--- src/rtl/fpu_request_arbiter_if.sv ---
// ---------------------------------------------------------------------------
// fpu_request_arbiter_if
//   Request/response bus between a set of requesters (lanes/warps) and the
//   shared floating-point ALU arbiter. The package ahead of the interface holds
//   the ALU opcode type that the requesters, the arbiter and the ALU share.
//
//   Request side (one channel per requester, indexed 0..NUM_REQ-1):
//     req_valid   requester -> arbiter   request pending
//     req_ready   arbiter -> requester   one-hot accept
//     req_op1     requester -> arbiter   operand 1
//     req_op2     requester -> arbiter   operand 2
//     req_instr   requester -> arbiter   ALU opcode
//   Response side (single shared channel):
//     resp_valid  arbiter -> consumer    response pending
//     resp_ready  consumer -> arbiter    response accept
//     resp_id     arbiter -> consumer    index of the owning requester
//     resp_result arbiter -> consumer    captured ALU result
//     resp_cmp    arbiter -> consumer    captured ALU compare flag
//   Modports: master = requester/consumer side, slave = arbiter side.
// ---------------------------------------------------------------------------
package fpu_arb_pkg;
    typedef enum logic [3:0] {
        FADD = 4'd0,
        FSUB = 4'd1,
        FMUL = 4'd2,
        FDIV = 4'd3,
        FEQ  = 4'd4,
        FLT  = 4'd5,
        FLE  = 4'd6
    } alu_instruction_t;
endpackage

interface fpu_request_arbiter_if
    import fpu_arb_pkg::*;
#(
    parameter int NUM_REQ = 4,
    parameter int IDW     = $clog2(NUM_REQ)
);
    logic [NUM_REQ-1:0]                req_valid;
    logic [NUM_REQ-1:0]                req_ready;
    logic [NUM_REQ-1:0][31:0]          req_op1;
    logic [NUM_REQ-1:0][31:0]          req_op2;
    alu_instruction_t [NUM_REQ-1:0]    req_instr;
    logic                              resp_valid;
    logic                              resp_ready;
    logic [IDW-1:0]                    resp_id;
    logic [31:0]                       resp_result;
    logic                              resp_cmp;

    modport master (
        output req_valid, req_op1, req_op2, req_instr, resp_ready,
        input  req_ready, resp_valid, resp_id, resp_result, resp_cmp
    );

    modport slave (
        input  req_valid, req_op1, req_op2, req_instr, resp_ready,
        output req_ready, resp_valid, resp_id, resp_result, resp_cmp
    );
endinterface

--- src/rtl/fpu_request_arbiter.sv ---
// ---------------------------------------------------------------------------
// fpu_request_arbiter
//   Shares one combinational floating_alu among NUM_REQ requesters. A
//   round-robin pointer picks one pending request, the winning operands are
//   registered and held on the ALU inputs for a per-opcode number of cycles
//   (multicycle path), then the ALU output is captured and returned on a
//   single response channel tagged with the requester id.
//
//   Ports:
//     clk         rising-edge clock
//     rst_n       asynchronous active-low reset
//     bus         fpu_request_arbiter_if.slave (request + response channels)
//     alu_op1     registered operand 1 to the ALU
//     alu_op2     registered operand 2 to the ALU
//     alu_instr   registered opcode to the ALU
//     alu_result  ALU result (combinational from alu_*)
//     alu_cmp     ALU compare flag
//     busy        high whenever an operation is in flight or awaiting pickup
// ---------------------------------------------------------------------------
module fpu_request_arbiter
    import fpu_arb_pkg::*;
#(
    parameter int  NUM_REQ    = 4,
    parameter int  MUL_CYCLES = 2,
    parameter int  DIV_CYCLES = 4,
    localparam int IDW        = $clog2(NUM_REQ)
) (
    input  logic                  clk,
    input  logic                  rst_n,
    fpu_request_arbiter_if.slave  bus,
    output logic [31:0]           alu_op1,
    output logic [31:0]           alu_op2,
    output alu_instruction_t      alu_instr,
    input  logic [31:0]           alu_result,
    input  logic                  alu_cmp,
    output logic                  busy
);

    localparam int MAX_LAT = (DIV_CYCLES > MUL_CYCLES) ? DIV_CYCLES : MUL_CYCLES;
    localparam int CW      = (MAX_LAT > 1) ? $clog2(MAX_LAT) : 1;

    if (NUM_REQ < 2) begin : g_bad_num_req
        $error("fpu_request_arbiter: NUM_REQ must be >= 2");
    end
    if (MUL_CYCLES < 1) begin : g_bad_mul_cycles
        $error("fpu_request_arbiter: MUL_CYCLES must be >= 1");
    end
    if (DIV_CYCLES < 1) begin : g_bad_div_cycles
        $error("fpu_request_arbiter: DIV_CYCLES must be >= 1");
    end

    typedef enum logic [1:0] {
        IDLE = 2'd0,
        EXEC = 2'd1,
        RESP = 2'd2
    } state_t;

    state_t            state_q, state_d;
    logic [IDW-1:0]    last_grant_q, last_grant_d;
    logic [CW-1:0]     cnt_q, cnt_d;
    logic [31:0]       alu_op1_q, alu_op1_d;
    logic [31:0]       alu_op2_q, alu_op2_d;
    alu_instruction_t  alu_instr_q, alu_instr_d;
    logic [IDW-1:0]    resp_id_q, resp_id_d;
    logic [31:0]       resp_result_q, resp_result_d;
    logic              resp_cmp_q, resp_cmp_d;
    logic              resp_valid_q, resp_valid_d;

    logic [IDW-1:0]    grant;
    logic [IDW-1:0]    cand;
    logic              grant_found;
    logic [NUM_REQ-1:0] req_ready_c;

    // Remaining EXEC cycles after the first one; cnt counts down to zero.
    function automatic logic [CW-1:0] exec_count(input alu_instruction_t op);
        case (op)
            FMUL:    return CW'(MUL_CYCLES - 1);
            FDIV:    return CW'(DIV_CYCLES - 1);
            default: return '0;
        endcase
    endfunction

    // Round-robin search starting just after the last winner, so the most
    // recently served requester has the lowest priority next time.
    always_comb begin
        grant       = last_grant_q;
        cand        = last_grant_q;
        grant_found = 1'b0;
        for (int i = 1; i <= NUM_REQ; i++) begin
            cand = IDW'((int'(last_grant_q) + i) % NUM_REQ);
            if (!grant_found && bus.req_valid[cand]) begin
                grant       = cand;
                grant_found = 1'b1;
            end
        end
    end

    // Next-state and datapath: IDLE accepts one request, EXEC holds the ALU
    // inputs for the opcode's latency, RESP holds the response until taken.
    // The RESP->IDLE cycle never grants, so peak rate is one op per L+2 cycles.
    always_comb begin
        state_d       = state_q;
        last_grant_d  = last_grant_q;
        cnt_d         = cnt_q;
        alu_op1_d     = alu_op1_q;
        alu_op2_d     = alu_op2_q;
        alu_instr_d   = alu_instr_q;
        resp_id_d     = resp_id_q;
        resp_result_d = resp_result_q;
        resp_cmp_d    = resp_cmp_q;
        resp_valid_d  = resp_valid_q;
        req_ready_c   = '0;

        unique case (state_q)
            IDLE: begin
                if (grant_found) begin
                    req_ready_c[grant] = 1'b1;
                    alu_op1_d          = bus.req_op1[grant];
                    alu_op2_d          = bus.req_op2[grant];
                    alu_instr_d        = bus.req_instr[grant];
                    resp_id_d          = grant;
                    last_grant_d       = grant;
                    cnt_d              = exec_count(bus.req_instr[grant]);
                    state_d            = EXEC;
                end
            end
            EXEC: begin
                if (cnt_q != '0) begin
                    cnt_d = cnt_q - CW'(1);
                end else begin
                    resp_result_d = alu_result;
                    resp_cmp_d    = alu_cmp;
                    resp_valid_d  = 1'b1;
                    state_d       = RESP;
                end
            end
            RESP: begin
                if (bus.resp_ready) begin
                    resp_valid_d = 1'b0;
                    state_d      = IDLE;
                end
            end
            default: state_d = IDLE;
        endcase
    end

    // State and datapath registers; reset discards any in-flight operation.
    always_ff @(posedge clk or negedge rst_n) begin
        if (!rst_n) begin
            state_q       <= IDLE;
            last_grant_q  <= IDW'(NUM_REQ - 1);
            cnt_q         <= '0;
            alu_op1_q     <= '0;
            alu_op2_q     <= '0;
            alu_instr_q   <= alu_instruction_t'('0);
            resp_id_q     <= '0;
            resp_result_q <= '0;
            resp_cmp_q    <= 1'b0;
            resp_valid_q  <= 1'b0;
        end else begin
            state_q       <= state_d;
            last_grant_q  <= last_grant_d;
            cnt_q         <= cnt_d;
            alu_op1_q     <= alu_op1_d;
            alu_op2_q     <= alu_op2_d;
            alu_instr_q   <= alu_instr_d;
            resp_id_q     <= resp_id_d;
            resp_result_q <= resp_result_d;
            resp_cmp_q    <= resp_cmp_d;
            resp_valid_q  <= resp_valid_d;
        end
    end

    assign bus.req_ready   = req_ready_c;
    assign bus.resp_valid  = resp_valid_q;
    assign bus.resp_id     = resp_id_q;
    assign bus.resp_result = resp_result_q;
    assign bus.resp_cmp    = resp_cmp_q;
    assign alu_op1         = alu_op1_q;
    assign alu_op2         = alu_op2_q;
    assign alu_instr       = alu_instr_q;
    assign busy            = (state_q != IDLE);

endmodule
--- src/flat_wrapper.sv ---
// flat-port wrapper written by rule: the top's interface ports become plain ports
module fpu_request_arbiter_flat import fpu_arb_pkg::*;
#(
    parameter int  NUM_REQ    = 4,
    parameter int  MUL_CYCLES = 2,
    parameter int  DIV_CYCLES = 4,
    localparam int IDW        = $clog2(NUM_REQ)
)
  (clk, rst_n, alu_op1, alu_op2, alu_instr, alu_result, alu_cmp, busy, bus_req_valid, bus_req_op1, bus_req_op2, bus_req_instr, bus_resp_ready, bus_req_ready, bus_resp_valid, bus_resp_id, bus_resp_result, bus_resp_cmp);
  fpu_request_arbiter_if #(.NUM_REQ(NUM_REQ)) bus_i ();
  input  logic clk;
  input  logic rst_n;
  output logic [31:0] alu_op1;
  output logic [31:0] alu_op2;
  output alu_instruction_t alu_instr;
  input  logic [31:0] alu_result;
  input  logic alu_cmp;
  output logic busy;
  input wire logic [$bits(bus_i.req_valid)-1:0] bus_req_valid;
  input wire logic [$bits(bus_i.req_op1)-1:0] bus_req_op1;
  input wire logic [$bits(bus_i.req_op2)-1:0] bus_req_op2;
  input wire logic [$bits(bus_i.req_instr)-1:0] bus_req_instr;
  input wire logic [$bits(bus_i.resp_ready)-1:0] bus_resp_ready;
  output wire logic [$bits(bus_i.req_ready)-1:0] bus_req_ready;
  output wire logic [$bits(bus_i.resp_valid)-1:0] bus_resp_valid;
  output wire logic [$bits(bus_i.resp_id)-1:0] bus_resp_id;
  output wire logic [$bits(bus_i.resp_result)-1:0] bus_resp_result;
  output wire logic [$bits(bus_i.resp_cmp)-1:0] bus_resp_cmp;
  assign bus_i.req_valid = bus_req_valid;
  assign bus_i.req_op1 = bus_req_op1;
  assign bus_i.req_op2 = bus_req_op2;
  assign bus_i.req_instr = bus_req_instr;
  assign bus_i.resp_ready = bus_resp_ready;
  assign bus_req_ready = bus_i.req_ready;
  assign bus_resp_valid = bus_i.resp_valid;
  assign bus_resp_id = bus_i.resp_id;
  assign bus_resp_result = bus_i.resp_result;
  assign bus_resp_cmp = bus_i.resp_cmp;
  fpu_request_arbiter #(.NUM_REQ(NUM_REQ), .MUL_CYCLES(MUL_CYCLES), .DIV_CYCLES(DIV_CYCLES)) u_core (.clk(clk), .rst_n(rst_n), .bus(bus_i), .alu_op1(alu_op1), .alu_op2(alu_op2), .alu_instr(alu_instr), .alu_result(alu_result), .alu_cmp(alu_cmp), .busy(busy));
endmodule
--- config.mk ---
export PLATFORM = sky130hd
export DESIGN_NAME = fpu_request_arbiter_flat
export DESIGN_NICKNAME = d
export VERILOG_FILES = /design/src/rtl/fpu_request_arbiter_if.sv /design/src/rtl/fpu_request_arbiter.sv /design/src/flat_wrapper.sv
export SDC_FILE = /design/constraint.sdc
export NUM_CORES = 1
export LEC_CHECK = 0
export BUFFER_PORTS_ARGS = -buffer_cell sky130_fd_sc_hd__buf_2
export CAP_MARGIN = 20
export CORE_AREA = 2 2 166 168
export DETAILED_ROUTE_END_ITERATION = 12
export DIE_AREA = 0 0 168 170
export GPL_TIMING_DRIVEN = 0
export PLACE_DENSITY_LB_ADDON = 0.08
export SYNTH_ARGS = -nofsm -noshare
export SYNTH_HDL_FRONTEND = slang
export SYNTH_SLANG_ARGS = --single-unit
--- constraint.sdc ---
create_clock -name clk -period 4.95 [get_ports clk]
set_clock_uncertainty 0.1 [all_clocks]
set_input_delay 0.2475 -clock clk [delete_from_list [all_inputs] [get_ports clk]]
set_output_delay 0.2475 -clock clk [all_outputs]
set_load 0.05 [all_outputs]
-- Yosys cells after proc, flatten, opt, wreduce, memory -nomap -nowiden
Index checks and enable logic that the tools add are counted.
- flip-flop bits (word level): 110
- input bits: 312
- output and inout bits: 109
- word-level logic and storage cells: 84
- $add $sub $neg: 5
- order comparisons: 6
- eq/ne operators: 8
- multiplexer cells: 37
- bitwise logic cells: 1
- reductions and logical operators: 17
- operators with widths (cell ; number):
    $bmux 32 s2 ; 2
    $mux 32 ; 2
    $mux 2 ; 9
    $lt 2x3->1 const B ; 5
    $mux 4 ; 3
    $mux 1 ; 11
    $reduce_and 3->1 ; 3
    $bmux 1 s2 ; 4
    $bmux 4 s2 ; 1
    $eq 4x2->1 const B ; 2
    $pmux 2 s2 ; 2
    $reduce_bool 2->1 ; 4
    $pmux 2 s3 ; 1
    $add 2x1->2 const B ; 2
    $add 2x2->2 const B ; 2
    $logic_and 1x1->1 ; 4
    $ne 2x1->1 const B ; 2
    $ne 2x2->1 const B ; 2
    $reduce_and 2->1 ; 2
    $logic_not 1->1 ; 3
    $demux 1 s2 ; 1
    $eq 2x1->1 const B ; 1
    $eq 2x2->1 const B ; 1
    $ge 2x1->1 const B ; 1
    other kinds (4) ; 4

-- Longest topological paths before layout
Gate-level depths: netlist of run 1.
- depth in word-level cells: 19
- mapped depth: 9
- mapped depth without buffers: 7

-- Worst setup path before layout of run 1
No wires, ideal clock.
- path type: register to output
- from: register u_core.state_q[0]
- to: output port bus_req_ready[1]
- arrival time: 2.696 ns
- required time: 4.603 ns
- path slack: 1.907 ns
- cell stages (with the launch flop): 7
- path buffers: 3
- path through: dfrtp_1 > or2_2 > a21o_1 > clkbuf_1 > clkbuf_1 > clkbuf_1 > nor3_1
- longest elaborated chain between the ends: 2
- RTL lines (item ; line ; source):
    from (decl) ; fpu_request_arbiter.sv:58 ; state_t state_q, state_d;
    from (signal assigned) ; fpu_request_arbiter.sv:161 ; state_q <= state_d;
    $logic_not 2->1 ; fpu_request_arbiter.sv:114 ; unique case (state_q)
    $mux 4 ; fpu_request_arbiter.sv:114 ;
    to (decl) ; flat_wrapper.sv:24 ; output wire logic [$bits(bus_i.req_ready)-1:0] bus_req_ready;
Every way passes these cells.

-- Worst setup path after layout of run 1
- from: register u_core.last_grant_q[0]
- to: output port bus_req_ready[0]
- longest elaborated chain between the ends: 19
- elaborated cells between the ends (all ways): 33
- those cells by class: add/sub: 4; order compare: 2; mux: 20; reduce/logical: 7
- RTL lines (item ; line ; source):
    from (decl) ; fpu_request_arbiter.sv:59 ; logic [IDW-1:0] last_grant_q, last_grant_d;
    from (signal assigned) ; fpu_request_arbiter.sv:151 ; last_grant_q <= IDW'(NUM_REQ - 1);
    from (signal assigned) ; fpu_request_arbiter.sv:162 ; last_grant_q <= last_grant_d;
    $add 2x1->2 ; fpu_request_arbiter.sv:90 ; cand = IDW'((int'(last_grant_q) + i) % NUM_REQ);
    $bmux 1 s2 ; fpu_request_arbiter.sv:91 ; if (!grant_found && bus.req_valid[cand]) begin
    $mux 1 (implied by the code) ; fpu_request_arbiter.sv:91 ;
    $mux 1 ; fpu_request_arbiter.sv:91 ;
    $logic_not 1->1 ; fpu_request_arbiter.sv:91 ;
    $logic_and 1x1->1 ; fpu_request_arbiter.sv:91 ;
    $mux 1 ; fpu_request_arbiter.sv:91 ;
    $logic_not 1->1 ; fpu_request_arbiter.sv:91 ;
    [3 not listed] ; n/a ;
    $logic_and 1x1->1 ; fpu_request_arbiter.sv:91 ;
    $mux 2 ; fpu_request_arbiter.sv:91 ;
    $lt 2x3->1 (implied by the code) / $ge 2x1->1 (equally long branches) ; fpu_request_arbiter.sv:117 ; req_ready_c[grant] = 1'b1;
    $logic_and 1x1->1 (implied by the code) ; fpu_request_arbiter.sv:117 ;
    $mux 1 (implied by the code) ; fpu_request_arbiter.sv:117 ;
    $demux 1 s2 ; n/a ;
    $mux 4 (*) ; fpu_request_arbiter.sv:116 ; if (grant_found) begin
    $mux 4 (*) ; fpu_request_arbiter.sv:114 ;
Mark *: on every way between the ends. The rest lies on a longest branch, timed or not. The select of a mux whose other input is x is not followed.

==> impl_results.md, run 1 <==
- Setup_tns: 0 ps
- Initial DRC Count: between 300 and 400
- Syn-to-layout area delta: 47.1%
- Die W: between 150 and 200 um
- CTS tree: built
- Vias: between 7,000 and 8,000
- Syn Std Cell Area: 6320 um2
- Worst-skew pair later-pin latency: 350 ps
- Peak supply drop: approximately 0.19 mV
- RD Place Congestion: between 0.8 and 0.9
- Max Cap Viol: 0
- Antenna viol nets, final: 0
- WP data required: between 4000 and 5000 ps
- Cells after DPL: ~1,400
- CP Class: flip-flop to primary output
- Seq cells post-synth: 110
- Post_cts resized: 0
- Post-DR vias/cell: just under 5
- Startpoint Class: flip-flop
- Fmax: ~300 MHz
- CP max FO: 10
- Starting Density: a little under a quarter
- Total track usage: a little under a fifth
- Register area: about 2800 um2
- Mapped Cells: between 600 and 700
- Post-route insts no fill: approximately 1,500
- Top FF cell, synth: dfrtp_1
- Crit path top cell by count: buf_2
- Fin. Hold Viols: 0
- RSZ-0062 raised after global routing: no
- Max-slew violations: 0
- Core area: 26,700 um2
- Final #Nets: around 1,400
- Design area: 9300 um2
- Vias in the first global route: 7,253
- Distinct cell type count after synthesis: 32
- Initial antenna violation count: 6
- Critical Path AT: 3070 ps
- Top cell type by total area after synthesis: dfrtp_1
- Average cell area after synthesis: ~9.3 um2
- Util after Layout: a little over a third
- Die height: about 170 um
- CTS sink cnt: 110
- Worst Max-Slew Pin Slew: between 800 and 900 ps
- Largest net degree at the start of global routing: a little over 70
- Worst-case clock buffer depth: 2
- Max-Slew Margin vs Limit: around 43%
- Top post-synthesis cells by area: dfrtp_1 43%, a311oi_1 9.3%, nand2_1 8.5%
- Status: complete, no violations
- Area of the multi-input gates: ~3200 um2
- Htree depth: 3
- Crit-path cells: nand2b_1 -> o21ai_1 -> a221oi_2 -> buf_2 -> buf_2 -> and3_1 -> buf_2
- WL final: between 20 and 30 mm
- DIE AREA: 28,600 um2
- Clk root buf: clkbuf_16
- Nature of the critical path endpoint: primary output
- Syn_nets: 990
- # fillers: around 2,900
- Global-route wire length before repair: around 42 mm
- Tcrit/Tclk final: just under 70%
- # setup viols final: 0
- CP peak stage delay: between 700 and 800 ps
- Hold Path Class: primary input to flip-flop
- Ys async rst share: between 90% and 100%
- Drt drc: 0
- Area after DPL: approximately 8900 um2
- Yosys warning total: 0
- EDFF count, synth: 0
- Drt pass-1 iters: 5
- Num rows: 60
- Leak: 4.95 nW
- Pwr Total: ~7.4 mW
- PortBufs: 420
- Fraction of layout cells with a size suffix above 1: between 40% and 50%
- Minimum clock period: approximately 3400 ps
- Overflow after GRT: 0
- Register area share after synthesis: around 44%
- Cell Pwr Density: between 800 and 900 nW/um2
- Final HPWL DP: 22.7 mm
- Slowest stage cell, crit path: a221oi_2
- Clk slew on worst S/H paths: roughly 80 ps
- Top Ports: between 400 and 500
- Avg WL per Cell: roughly 19 um
- CTS Buf Count: 9
- Synth top area share: a little over two fifths
==> final cells by class <==
class | count | area share (%)
Multi-Input combinational cell | 493 | 34.9
Sequential cell | 110 | 29.6
Timing Repair Buffer | 428 | 23.7
Tap cell | 341 | 4.59
Buffer | 71 | 3.30
Clock buffer | 9 | 2.42
Clock inverter | 7 | 1.22
Inverter | 3 | 0.121
Antenna cell | 1 | 0.0269
==> state kept, by name, summed over array words and instances, names as in the netlist <==
signal                  count
u_core.alu_op1             32
u_core.bus.resp_valid       1
u_core.cnt_q                2
u_core.alu_instr            4
u_core.bus.resp_id          2
u_core.bus.resp_cmp         1
u_core.last_grant_q         2
u_core.state_q              2
u_core.bus.resp_result     32
u_core.alu_op2             32
==> through the flow <==
stage	hold slack, ps	worst slack (ps)
floorplan	-148	1910
global placement	356	1800
detailed placement	98.8	1810
CTS	3.31	1400
global route	6.60	1270
finish	17.6	1540
==> layer usage <==
layer / track usage [%] / share of wire, % / vias up
li1: - / - / 3406
met1: 23.2 / 41 / 3287
met2: 34.0 / 50 / 304
met3: 4.79 / 7.3 / 29
met4: 4.91 / 1.4 / 8
met5: 0 / 0.19 / -
==> worst paths after layout <==
path | from | end | slack, ps | cells past startpoint
setup / recovery | u_core.last_grant_q[0]$_DFFE_PN1P_ | bus_req_ready[0] | 1540 | 7
hold / removal | alu_result[11] | u_core.bus.resp_result[11]$_DFFE_PN0P_ | 20 | 2
setup reg to reg | u_core.last_grant_q[0]$_DFFE_PN1P_ | u_core.alu_op1[12]$_DFFE_PN0P_ | 2110 | 8
hold reg to reg | u_core.alu_op2[15]$_DFFE_PN0P_ | u_core.alu_op2[15]$_DFFE_PN0P_ | 370 | 1
max in group asynchronous | rst_n | u_core.alu_op1[1]$_DFFE_PN0P_ | 3770 | 3
min in group asynchronous | rst_n | u_core.alu_op2[5]$_DFFE_PN0P_ | 260 | 2
==> critical path: cells and delay by family (launching register included) <==
family	cells	cell delay, ps
flip-flops	1	570
buffers and inverters	3	1000
AO/OA/AOI/OAI	2	830
AND/OR/NAND/NOR	2	310
==> repair_timing <==
| item | in CTS | in global routing |
|---|---|---|
| setup buffers | 0 | 0 |
| hold buffers | 7 | 0 |
| endpoints found under the hold margin | 46 | 0 |
==> synthesized netlist by cell type, types with 3 or more instances <==
cell      number
buf_2         23
a21oi_1        6
a311oi_1      67
mux2i_1        4
nor2_1         5
inv_1          3
a211oi_1      67
nor3_1         3
nand2b_1       4
dfrtp_1      108
nor3b_1        4
mux2_2        35
nand2_1      143
a21o_1        69
and3_1        69
clkbuf_1      39
buf_4          3
buf_1          6
o21ai_0        4
==> cells by family after synthesis <==
kind of cell	count (synthesis)	synth area share, %
compound gates	219	27.0
fa+ha+maj	1	0.198
buf+inv	74	5.03
flops	110	43.6
mux	39	6.87
simple gates	234	17.3
==> layout by cell type (no fill, tap or decap), drive strengths merged, types with 2 or more instances in the layout <==
cell | Yosys | routed
nor3b | 4 | 4
a21oi | 6 | 6
bufinv | 0 | 2
or2 | 2 | 2
nor3 | 3 | 3
mux2i | 4 | 4
a311oi | 67 | 67
nor2 | 5 | 5
dfstp | 2 | 2
a211oi | 67 | 67
buf | 32 | 453
o21ai | 5 | 5
nand2b | 4 | 4
dfrtp | 108 | 108
clkbuf | 39 | 48
a21o | 69 | 69
nand2 | 143 | 143
mux2 | 35 | 35
and3 | 69 | 69
inv | 3 | 7
o21a | 2 | 2
dlygate4sd3 | 0 | 7
==> power breakdown <==
part	internal (mW)	switching (mW)	total, mW
Combinational	1.48	3.52	5.00
Clock	0.458	0.379	0.837
Sequential	1.38	0.221	1.60
(Power assumes the default switching activity.)
==> run 2, diff against run 1 <==
CORE_AREA = 2 2 162 164   (was 2 2 166 168)
DIE_AREA = 0 0 164 166   (was 0 0 168 170)
clock period = 3.51 ns   (was 4.95 ns; I/O delays follow)
==> impl_results.md, run 2 (synthesis results as in run 1) <==
- Status: complete, no violations
- Worst-case clock buffer depth: 2 (unchanged)
- Pwr Total: 10.5 mW (+41%)
- Setup_tns: 0 ps (unchanged)
- Overflow after GRT: 0 (unchanged)
- Final HPWL DP: 22.7 mm (about the same)
- CP max FO: 10 (unchanged)
- Syn-to-layout area delta: 51.3%
- RSZ-0062 raised after global routing: no
- Hold Path Class: primary input to flip-flop
- Vias in the first global route: 7,340 (+1.2%)
- Minimum clock period: ~3200 ps
- Final #Nets: 1,457 (+2.0%)
- Internal power: 4.57 mW (+38%)
- WL final: 29.5 mm (+3.6%)
- CTS tree: built
- RD Place Congestion: 0.814 (-3.3%)
- # setup viols final: 0 (unchanged)
- Leak: 5.06 nW (+2.1%)
- Avg WL per Cell: 19.8 um (+1.8%)
- Peak supply drop: 0.507 mV (+160%)
- Max Cap Viol: 0 (unchanged)
- Critical Path AT: 2970 ps (-100 ps)
- Nature of the critical path endpoint: primary output
- Tcrit/Tclk final: 92.5%
- PortBufs: 420 (unchanged)
- Worst-skew pair later-pin latency: 370 ps (+20 ps)
- Area of the multi-input gates: 3260 um2 (+0.35%)
- Top Ports: 421 (unchanged)
- # fillers: 2,746 (-5.3%)
- Largest net degree at the start of global routing: 61 (-14%)
- Most frequent cells in the layout: 442 x buf_2, 143 x nand2_1, 108 x dfrtp_1
- Area after DPL: 8880 um2 (about the same)
- Fin. Hold Viols: 0 (unchanged)
- Worst Max-Slew Pin Slew: 798 ps (-62.8 ps)
- Max-slew violations: 0 (unchanged)
- Switching power: 5.93 mW (+44%)
- CTS sink cnt: 110 (unchanged)
- WP data required: 3230 ps (-1370 ps)
- Htree depth: 3 (unchanged)
- Num rows: 59 (-1.7%)
- Antenna viol nets, final: 0 (unchanged)
- Die height: 166 um (-2.4%)
- Vias: 7,217 (+2.6%)
- Design area: 9560 um2 (+2.9%)
- Sequential power share: 21.7% (+0.2 points)
- Clk slew on worst S/H paths: 100 ps (+20 ps)
- Global-route wire length before repair: 43.1 mm (+2.9%)
- Logic pwr share: 67.8% (+0.6 points)
- Die W: 164 um (-2.4%)
- Total track usage: 20.8% (+1.7 points)
- Core area: 25,600 um2 (-3.9%)
- Sw Ratio: 56.5% (+1.0 points)
- Max-Slew Margin vs Limit: 46.8% (+4.2 points)
- Initial DRC Count: 385 (+23%)
- Cell Pwr Density: 1100 nW/um2 (+37%)
- Uppermost routed layer: met4
- Commonest non-fill, non-tap cell in the layout: buf_2
- Post-DR vias/cell: 4.84 (+0.74%)
- Fmax: just over 300 MHz
- Startpoint Class: flip-flop
- Fraction of layout cells with a size suffix above 1: 43.7% (-1.1 points)
- DIE AREA: 27,200 um2 (-4.7%)
- Met3 layer wire length in the routed design: 2.28 mm (+9.3%)
- Initial antenna violation count: 5 (-1)
- CTS Buf Count: 9 (unchanged)
- Drt drc: 0 (unchanged)
- Clock network fraction of total power: 10.5% (-0.8 points)
- DR WL met2: 14.3 mm (+1.2%)
- Clk root buf: clkbuf_16
- Drt pass-1 iters: 4 (-1)
- Met1 WL: 12.3 mm (+4.7%)
- Register area: 2760 um2 (unchanged)
- Starting Density: 24.7% (+0.96 points)
- CP Class: flip-flop to primary output
- Setup Buffers After CTS: 0 (unchanged)
-- run 2: cell types whose count changed in the layout (fill, tap and decap cells not counted), sizes merged --
cell	previous run	this run
bufinv	2	0
clkinv	1	3
dlygate4sd3	7	35
diode	1	6
-- run 2: worst max-delay path, cell delays in order (launching register included) --
cell,delay [ps]
dfstp_2,580
nand2b_1,130
o21ai_1,110
a221oi_4,610
buf_2,440
buf_2,290
and3_1,180
buf_2,260
-- run 2: metal layers --
metal	GRT usage, %	up-vias
met1	25.3	3422
met5	0	-
met4	5.76	0
met2	36.2	296
met3	5.42	26
li1	-	3473
-- run 2: area by class of cell --
type	count	share of cell area, %
Buffer	71	3.21
Tap cell	335	4.38
Clock buffer	9	2.35
Timing Repair Buffer	456	26.0
Antenna cell	6	0.157
Sequential cell	110	28.8
Multi-Input combinational cell	493	34.1
Inverter	3	0.118
Clock inverter	7	0.903
-- run 2: final timing paths --
kind | startpoint | end | slack, ps | cells after the start
max in group asynchronous | rst_n | u_core.alu_op2[31]$_DFFE_PN0P_ | 2360 | 3
min in group asynchronous | rst_n | u_core.alu_op2[14]$_DFFE_PN0P_ | 250 | 2
min | bus_req_op1[74] | u_core.alu_op1[10]$_DFFE_PN0P_ | 100 | 4
min reg2reg | u_core.alu_op2[28]$_DFFE_PN0P_ | u_core.alu_op2[28]$_DFFE_PN0P_ | 380 | 1
max reg2reg | u_core.state_q[0]$_DFFE_PN0P_ | u_core.alu_op2[7]$_DFFE_PN0P_ | 720 | 6
max | u_core.last_grant_q[0]$_DFFE_PN1P_ | bus_req_ready[2] | 260 | 7
-- run 2: power by group through the flow --
stage | logic, mW | registers [mW] | clock network (mW)
2_1_floorplan | 2.94 | 4.40 | 0
3_3_place_gp | 7.17 | 2.27 | 0
3_5_place_dp | 7.19 | 2.28 | 0
4_1_cts | 7.23 | 2.27 | 1.14
5_1_grt | 7.67 | 2.36 | 1.19
6_report | 7.12 | 2.28 | 1.10
-- run 2: metrics by stage --
| stage | utilization [%] | cells | setup WS [ps] | hold slack [ps] |
|---|---|---|---|---|
| floorplan | - | 677 | 539 | -220 |
| global placement | 34.5 | 1432 | 372 | 298 |
| detailed placement | 34.7 | 1433 | 396 | 98.3 |
| CTS | 37.3 | 1484 | 125 | 95.2 |
| global route | 37.3 | 1487 | 27.2 | 114 |
| finish | 37.3 | 1490 | 264 | 104 |
-- run 2: repair_timing --
item                                   4_1_cts  5_1_grt
setup endpoints to repair                    2        0
gates resized for setup                      1        0
hold buffers                                35        0
endpoints found under the hold margin       91        0
